$ cat config.mk
export PLATFORM = sky130hd
export DESIGN_NAME = mil_manchester_tx
export DESIGN_NICKNAME = d
export VERILOG_FILES = /design/src/rtl/mil_pkg.sv /design/src/rtl/mil_halfbit_timer.sv /design/src/rtl/mil_manchester_tx.sv
export SDC_FILE = /design/constraint.sdc
export NUM_CORES = 1
export LEC_CHECK = 0
export ABC_CLOCK_PERIOD_IN_PS = 4000
export BUFFER_PORTS_ARGS = -buffer_cell sky130_fd_sc_hd__buf_2
export CORE_MARGIN = 5
export CORE_UTILIZATION = 30
export CTS_CLUSTER_DIAMETER = 100
export DETAILED_ROUTE_END_ITERATION = 16
export GPL_TIMING_DRIVEN = 0
export HOLD_SLACK_MARGIN = 0.1
export PLACE_DENSITY = 0.57
export RECOVER_POWER = 25
export SETUP_SLACK_MARGIN = 0.1
export SYNTH_ARGS = -nofsm -noshare
export SYNTH_HDL_FRONTEND = slang
export SYNTH_SLANG_ARGS = --single-unit
$ cat constraint.sdc
create_clock -name clk -period 4 [get_ports clk]
set_input_delay 0.8 -clock clk [delete_from_list [all_inputs] [get_ports clk]]
set_output_delay 0.8 -clock clk [all_outputs]
set_load 0.05 [all_outputs]
$ cat src/rtl/mil_pkg.sv
// Shared MIL-STD-1553 constants and word-framing helpers, used by both the
// transmitter and the receiver.
package mil_pkg;

  localparam int HALF_BIT_CLKS_DFLT = 25;
  localparam int WORD_HALVES        = 40;

  localparam logic [5:0] SYNC_CMD = 6'b111000;
  localparam logic [5:0] SYNC_DAT = 6'b000111;

  typedef enum logic {
    ST_IDLE = 1'b0,
    ST_SEND = 1'b1
  } tx_state_t;

  function automatic logic odd_parity(input logic [15:0] word);
    return ~^word;
  endfunction

  // Half-bit pattern with half 0 in the MSB, so the frame shifts out to the left.
  function automatic logic [WORD_HALVES-1:0] build_frame(input logic [15:0] word,
                                                         input logic        is_cmd);
    logic [WORD_HALVES-1:0] frame;
    logic                   par;
    frame         = '0;
    frame[39:34]  = is_cmd ? SYNC_CMD : SYNC_DAT;
    for (int i = 0; i < 16; i++) begin
      frame[33 - 2*i] = word[15 - i];
      frame[32 - 2*i] = ~word[15 - i];
    end
    par      = odd_parity(word);
    frame[1] = par;
    frame[0] = ~par;
    return frame;
  endfunction

endpackage

$ cat src/rtl/mil_halfbit_timer.sv
// Half-bit timer: a one-clock tick every HALF_BIT_CLKS enabled clocks.
// load restarts the count so a freshly accepted word gets a full first half.
module mil_halfbit_timer
  import mil_pkg::*;
#(
  parameter int HALF_BIT_CLKS = HALF_BIT_CLKS_DFLT
) (
  input  logic clk,
  input  logic rst,
  input  logic en,
  input  logic load,
  output logic tick
);

  localparam int              CW   = (HALF_BIT_CLKS > 1) ? $clog2(HALF_BIT_CLKS) : 1;
  localparam logic [CW-1:0]   LAST = CW'(HALF_BIT_CLKS - 1);

  logic [CW-1:0] r_cnt;

  assign tick = en && (r_cnt == LAST);

  always_ff @(posedge clk) begin
    if (rst || load || tick) begin
      r_cnt <= '0;
    end else if (en) begin
      r_cnt <= r_cnt + CW'(1);
    end
  end

endmodule

$ cat src/rtl/mil_manchester_tx.sv
// MIL-STD-1553 Manchester II word transmitter: sync + 16 data bits + odd
// parity, with a valid/ready handshake that allows gapless back-to-back words.
module mil_manchester_tx
  import mil_pkg::*;
#(
  parameter int HALF_BIT_CLKS = HALF_BIT_CLKS_DFLT
) (
  input  logic        clk,
  input  logic        rst,
  input  logic [15:0] din,
  input  logic        sync_cmd,
  input  logic        valid,
  output logic        ready,
  output logic        TXP,
  output logic        TXN,
  output logic        busy,
  output logic        done
);

  localparam logic [5:0] LAST_HALF = 6'(WORD_HALVES - 1);

  tx_state_t              r_state, w_state_next;
  logic [WORD_HALVES-1:0] r_pattern, w_pattern_next;
  logic [5:0]             r_half, w_half_next;
  logic                   r_txp, r_txn, r_busy;
  logic                   w_en, w_tick, w_last, w_ready, w_xfer, w_send_next;

  assign w_en = (r_state == ST_SEND);

  mil_halfbit_timer #(
    .HALF_BIT_CLKS(HALF_BIT_CLKS)
  ) u_timer (
    .clk (clk),
    .rst (rst),
    .en  (w_en),
    .load(w_xfer),
    .tick(w_tick)
  );

  always_comb begin
    w_state_next   = r_state;
    w_pattern_next = r_pattern;
    w_half_next    = r_half;
    w_last         = w_en && w_tick && (r_half == LAST_HALF);
    w_ready        = (r_state == ST_IDLE) || w_last;
    w_xfer         = valid && w_ready;

    case (r_state)
      ST_IDLE: if (w_xfer) w_state_next = ST_SEND;
      ST_SEND: if (w_last) w_state_next = w_xfer ? ST_SEND : ST_IDLE;
      default: w_state_next = ST_IDLE;
    endcase

    // A transfer on the final clock overrides the end-of-word cleanup.
    if (w_xfer) begin
      w_pattern_next = build_frame(din, sync_cmd);
      w_half_next    = '0;
    end else if (w_last) begin
      w_pattern_next = '0;
      w_half_next    = '0;
    end else if (w_tick) begin
      w_pattern_next = {r_pattern[WORD_HALVES-2:0], 1'b0};
      w_half_next    = r_half + 6'd1;
    end

    w_send_next = (w_state_next == ST_SEND);
  end

  always_ff @(posedge clk) begin
    if (rst) begin
      r_state   <= ST_IDLE;
      r_pattern <= '0;
      r_half    <= '0;
      r_txp     <= 1'b0;
      r_txn     <= 1'b0;
      r_busy    <= 1'b0;
    end else begin
      r_state   <= w_state_next;
      r_pattern <= w_pattern_next;
      r_half    <= w_half_next;
      r_txp     <= w_send_next &&  w_pattern_next[WORD_HALVES-1];
      r_txn     <= w_send_next && !w_pattern_next[WORD_HALVES-1];
      r_busy    <= w_send_next;
    end
  end

  assign ready = w_ready;
  assign done  = w_last;
  assign TXP   = r_txp;
  assign TXN   = r_txn;
  assign busy  = r_busy;

endmodule

# Word level (Yosys, flattened, before mapping)
# Index checks and enable logic that the tools add are counted.
dict set report op_classes {
  addsub 2
  multipliers 0
  n_div 0
  magnitude_cmp 0
  n_eq_ne 2
  n_shift 0
  mux 7
  n_bitwise 18
  reduce_logical 13
}
# operator count
set ops {}
lappend ops {{40-bit two-way mux} 3}
lappend ops {{1-bit NOT} 18}
lappend ops {{16-bit XNOR reduction} 1}
lappend ops {{6-bit by 1-bit adder with 6-bit output, second input constant} 1}
lappend ops {{6-bit == test, second input constant} 1}
lappend ops {{1-bit logical AND} 6}
lappend ops {{6-bit two-way mux} 1}
lappend ops {{5-bit by 1-bit adder with 5-bit output, second input constant} 1}
lappend ops {{5-bit == test, second input constant} 1}
lappend ops {{1-bit logical OR} 3}
lappend ops {{3-bit nonzero test} 1}
lappend ops {{3-bit OR reduction} 1}
lappend ops {{1-bit two-way mux} 2}
lappend ops {{1-bit one-hot mux with 2 select lines} 1}
lappend ops {{1-bit logical NOT} 1}
dict set report word_totals {
  regBits 54
  latch_bits 0
  mem_bits_rw 0
  romBits 0
  input_bits 20
  out_inout_bits 5
  n_memories 0
}

# Depth between registers and ports, before layout
dict set report depth {
  depth_word 10
  ltp_mapped 10
  ltp_nobuf 7
}

# Modules after synthesis
# From an unflattened synthesis, not the netlist that was laid out.
dict set report unflattened {
  cells_unflattened 274
  hier_area_um2 2665.1
}
# mod instances cells_each area_each_um2 seq_area_each_um2
set by_module_without_submodules {}
lappend by_module_without_submodules {mil_manchester_tx 1 246 2419.8 980.9}
lappend by_module_without_submodules {mil_halfbit_timer 1 28 245.2 100.1}

# Least setup slack after synthesis
# No wires, ideal clock.
dict set report synth_path {
  path_kind {reg2out}
  startpoint {register busy (netlist name)}
  endpoint {output done}
  t_arrival_ns 2.180
  path_slack_ns 1.020
  stages_incl_launch_ff 7
  n_path_buf 3
  cell_sequence {dfxtp_1 buf_6 nand4_4 or2_1 buf_6 clkbuf_1 nor2_1}
}
# item line_no
set synth_lines {}
lappend synth_lines {{to (decl)} mil_manchester_tx.sv:17} ;# output logic done

# Worst setup path in the final report
dict set report layout_path {
  startpoint {register u_timer.r_cnt[0]}
  endpoint {output ready}
}
dict set report layout_between {
  elab_chain_len 5
}
# item line_no
set layout_rtl {}
lappend layout_rtl {{from (decl)} mil_halfbit_timer.sv:18} ;# logic [CW-1:0] r_cnt;
lappend layout_rtl {{from (signal assigned)} mil_halfbit_timer.sv:26} ;# r_cnt <= r_cnt + CW'(1);
lappend layout_rtl {{5-bit == test} mil_halfbit_timer.sv:20} ;# assign tick = en && (r_cnt == LAST);
lappend layout_rtl {{1-bit logical AND} mil_halfbit_timer.sv:20}
lappend layout_rtl {{1-bit logical AND (2 in a row)} mil_manchester_tx.sv:44} ;# w_last = w_en && w_tick && (r_half == LAST_HALF);
lappend layout_rtl {{1-bit logical OR} mil_manchester_tx.sv:45} ;# w_ready = (r_state == ST_IDLE) || w_last;
lappend layout_rtl {{to (decl)} mil_manchester_tx.sv:13} ;# output logic ready,
# Every way passes these cells.

==> results.py <==
metrics = {
    "global_route": {
        "overflow": 0,
        "antenna_found_initial": 0,
        "grt_pass1_wl_mm": 10.2,
        "track_usage": 0.123,
        "grt_pass1_vias": 2031,
        "grt_start_max_net_pins": 15,
    },
    "final_layout": {
        "drive_gt1_frac": 0.142,
        "regArea_mm2": 0.00108,
        "syn2layout_area_growth_pct": 11.5,
        "nNetsFinal": 320,
        "antennaDiodeCount": 0,
        "nFillCells": 858,
        "multi_input_area_mm2": 0.00122,
        "final_core_util": 0.341,
        "fin_cells": 401,
    },
    "pwr": {
        "p_seq_frac": 0.555,
        "ir_worst_vdd_mv": 0.161,
        "switchingPower_uw": 279,
        "p_total_mw": 1.05,
        "powerDensity_mw_per_mm2": 381,
        "p_int_uw": 775,
        "clkPwrFrac": 0.285,
        "combPwrFrac": 0.160,
        "power.leakage_nw": 0.959,
        "p_sw_frac": 0.265,
    },
    "floorplanning": {
        "rows": 33,
        "core_mm2": 0.00813,
        "die-area_mm2": 0.0102,
        "fp.dieH_um": 101,
        "die_x_um": 101,
        "io_pins": 25,
        "initial_core_util": 0.305,
    },
    "setup_path": {
        "worstReg2RegStart": "u_timer.r_cnt[0]",
        "crit_path_end_kind": "output port",
        "r2r_cells": 9,
        "worst_path_max_delay_cell": "o21ai_0",
        "crit_required_ps": 3200,
        "crit_arrival_ps": 2650,
        "cp_num_cells": 9,
        "path_cells": "inv_1, ha_1, nand4_1, or2_1, clkbuf_1, o21ai_0, buf_6, buf_8, buf_2",
        "critPathKind": "register to output port",
        "startpoint": "u_timer.r_cnt[0]",
        "path_delay_family": "buffers and inverters",
        "worst_setup_path_start_kind": "register",
        "rrSetupSlack_ps": 1590,
        "cp_slowest_stage_delay_ps": 440,
        "crit_end": "ready",
        "regToRegEndpoint": "r_pattern[6]",
        "cp_max_fo": 10,
        "worst-path-buf-inv": 5,
    },
    "clocking": {
        "post_cts_resized": 0,
        "cts_buffers": 5,
        "cts.sinks": 54,
        "ctsRootBufferMaster": "clkbuf_8",
        "worstSkewPairLatency_ps": 300,
        "post_cts_buffers": 0,
        "htreeDepth": 2,
        "clkTransAtPathRegs_ps": 90,
        "cts_buffer_depth": 2,
        "cts_tree": "done",
        "cts_hold_buf": 0,
    },
    "drt": {
        "drtIter0Drc": 71,
        "post_drt_via_cell_ratio": 5.16,
        "drtPass1Iterations": 4,
        "ant_nets": 0,
        "drc": 0,
        "num_vias": 2068,
        "routedWlPerCell_um": 15.1,
        "wl_mm": 6.06,
    },
    "placement": {
        "post-dp-hpwl_mm": 4.30,
        "dp.cells": 395,
        "port_buffers": 22,
        "gp_congestion": 0.781,
    },
    "sta": {
        "relSlewSlack": 0.588,
        "clock_skew_ps": 7.37,
        "drv_slew": 0,
        "setup_viol": 0,
        "tightest_slew_ps": 621,
        "final-hold-violation-count": 0,
        "finalCritPeriodShare": 0.862,
        "rsz0062_at_grt": "false",
        "fin_setup_tns_ps": 0,
        "min_period_ps": 3450,
        "fmax_mhz": 290,
    },
    "yosys": {
        "ys.flop_type": "dfxtp_1",
        "ys_ff_latch": 54,
        "syn_inst": 268,
        "synth_area_per_cell_um2": 9.27,
        "synth_seq_area_share": 0.435,
        "yosys_warnings": 0,
        "synth_area_mm2": 0.00248,
        "syn_nets": 291,
        "ys_types": 40,
        "async_reset_ff_frac": 0,
        "synth-edff-count": 0,
    },
    "worst_hold_path": {
        "worstHoldPathType": "register to register",
    },
    "run_status": {
        "status": "completed",
    },
    "run": {
        "drv_cap": 0,
    },
}
-- cell usage after synthesis (all sizes together) (4+ instances only) --
| master | count | share of area |
|---|---|---|
| o21a | 6 | 0.018 |
| a211oi | 6 | 0.018 |
| nor2 | 16 | 0.027 |
| inv | 4 | 0.0060 |
| clkbuf | 7 | 0.011 |
| nand2 | 14 | 0.024 |
| nor3 | 7 | 0.014 |
| nand3b | 10 | 0.030 |
| nand4 | 5 | 0.019 |
| a22oi | 33 | 0.10 |
| xnor2 | 16 | 0.056 |
| a21oi | 30 | 0.060 |
| nand3 | 12 | 0.026 |
| xor2 | 6 | 0.021 |
| o22ai | 7 | 0.018 |
| dfxtp | 54 | 0.44 |
| buf | 15 | 0.045 |
-- worst min-delay path, cell delays in order, from the launching register on --
cell	delay, ps
dfxtp_1	350
nand2_1	60
a21oi_1	50
-- registers in the layout (all words and copies together), names as in the netlist --
register	flops
busy	1
u_timer.r_cnt	5
r_pattern	40
r_half	6
TXN	1
TXP	1
-- power groups by stage --
| stage | registers [mW] | clock network, mW | logic [mW] |
|---|---|---|---|
| 3_3_place_gp | 0.597 | 0 | 0.171 |
| 3_5_place_dp | 0.598 | 0 | 0.172 |
| 2_1_floorplan | 0.600 | 0 | 0.122 |
| 4_1_cts | 0.585 | 0.315 | 0.173 |
| 6_report | 0.586 | 0.301 | 0.168 |
| 5_1_grt | 0.589 | 0.329 | 0.187 |
-- cell usage in the layout, fill, tap and decap left out, types with 3 or more instances in the layout --
master    count
xnor2_1      16
buf_2        27
nand2_1      13
dfxtp_1      54
clkbuf_1     12
inv_1         4
o21ai_0       3
a21oi_1      30
o22ai_1       7
a22oi_1      33
o21a_1        6
ha_1          3
nand4_1       5
xor2_1        6
nand3b_1     10
clkbuf_8      6
a211oi_1      6
nand3_1      11
nor2_1       15
nor3_1        7
-- final cells by class --
class | count | share of cell area
Inverter | 4 | 0.00542
Timing Repair Buffer | 22 | 0.0384
Clock buffer | 6 | 0.0298
Multi-Input combinational cell | 188 | 0.442
Sequential cell | 54 | 0.390
Buffer | 22 | 0.0470
Tap cell | 105 | 0.0474
-- through the flow --
step	area, µm²	hold WS (ps)	worst slack [ps]
floorplan	2480	458	1020
detailed placement	2730	484	1160
CTS	2810	500	809
finish	2770	500	553
global placement	2730	471	1140
global route	2770	517	354
-- layer usage --
layer	global-route usage	vias to the layer above	share of wire
met2	0.203	31	0.46
met3	0.0208	6	0.029
met4	0.0429	0	0.016
li1	-	1033	-
met1	0.162	998	0.49
met5	0	-	0
-- how the worst min path moves through the flow --
stage	depth (start not counted)	to	startpoint	slack, ps
2_1_floorplan	2	r_half[0]	r_half[0]	460
3_3_place_gp	2	r_half[0]	r_half[0]	470
3_5_place_dp	1	r_pattern[0]	r_pattern[0]	480
4_1_cts	2	r_half[0]	r_half[0]	500
5_1_grt	1	r_pattern[0]	r_pattern[0]	520
6_report	2	r_half[0]	r_half[0]	500
-- cell families (layout without fill, tap and decap cells) --
| logic type | Yosys count | count (layout) | synth area share |
|---|---|---|---|
| DFF | 54 | 54 | 0.435 |
| buffers and inverters | 26 | 54 | 0.0619 |
| and+or+nand+nor | 74 | 74 | 0.168 |
| adders and majority gates | 3 | 3 | 0.0151 |
| xor gates and xnor gates | 22 | 22 | 0.0775 |
| muxes | 1 | 1 | 0.00403 |
| AOI/OAI and AO/OA | 88 | 88 | 0.238 |
(Power assumes the default switching activity.)
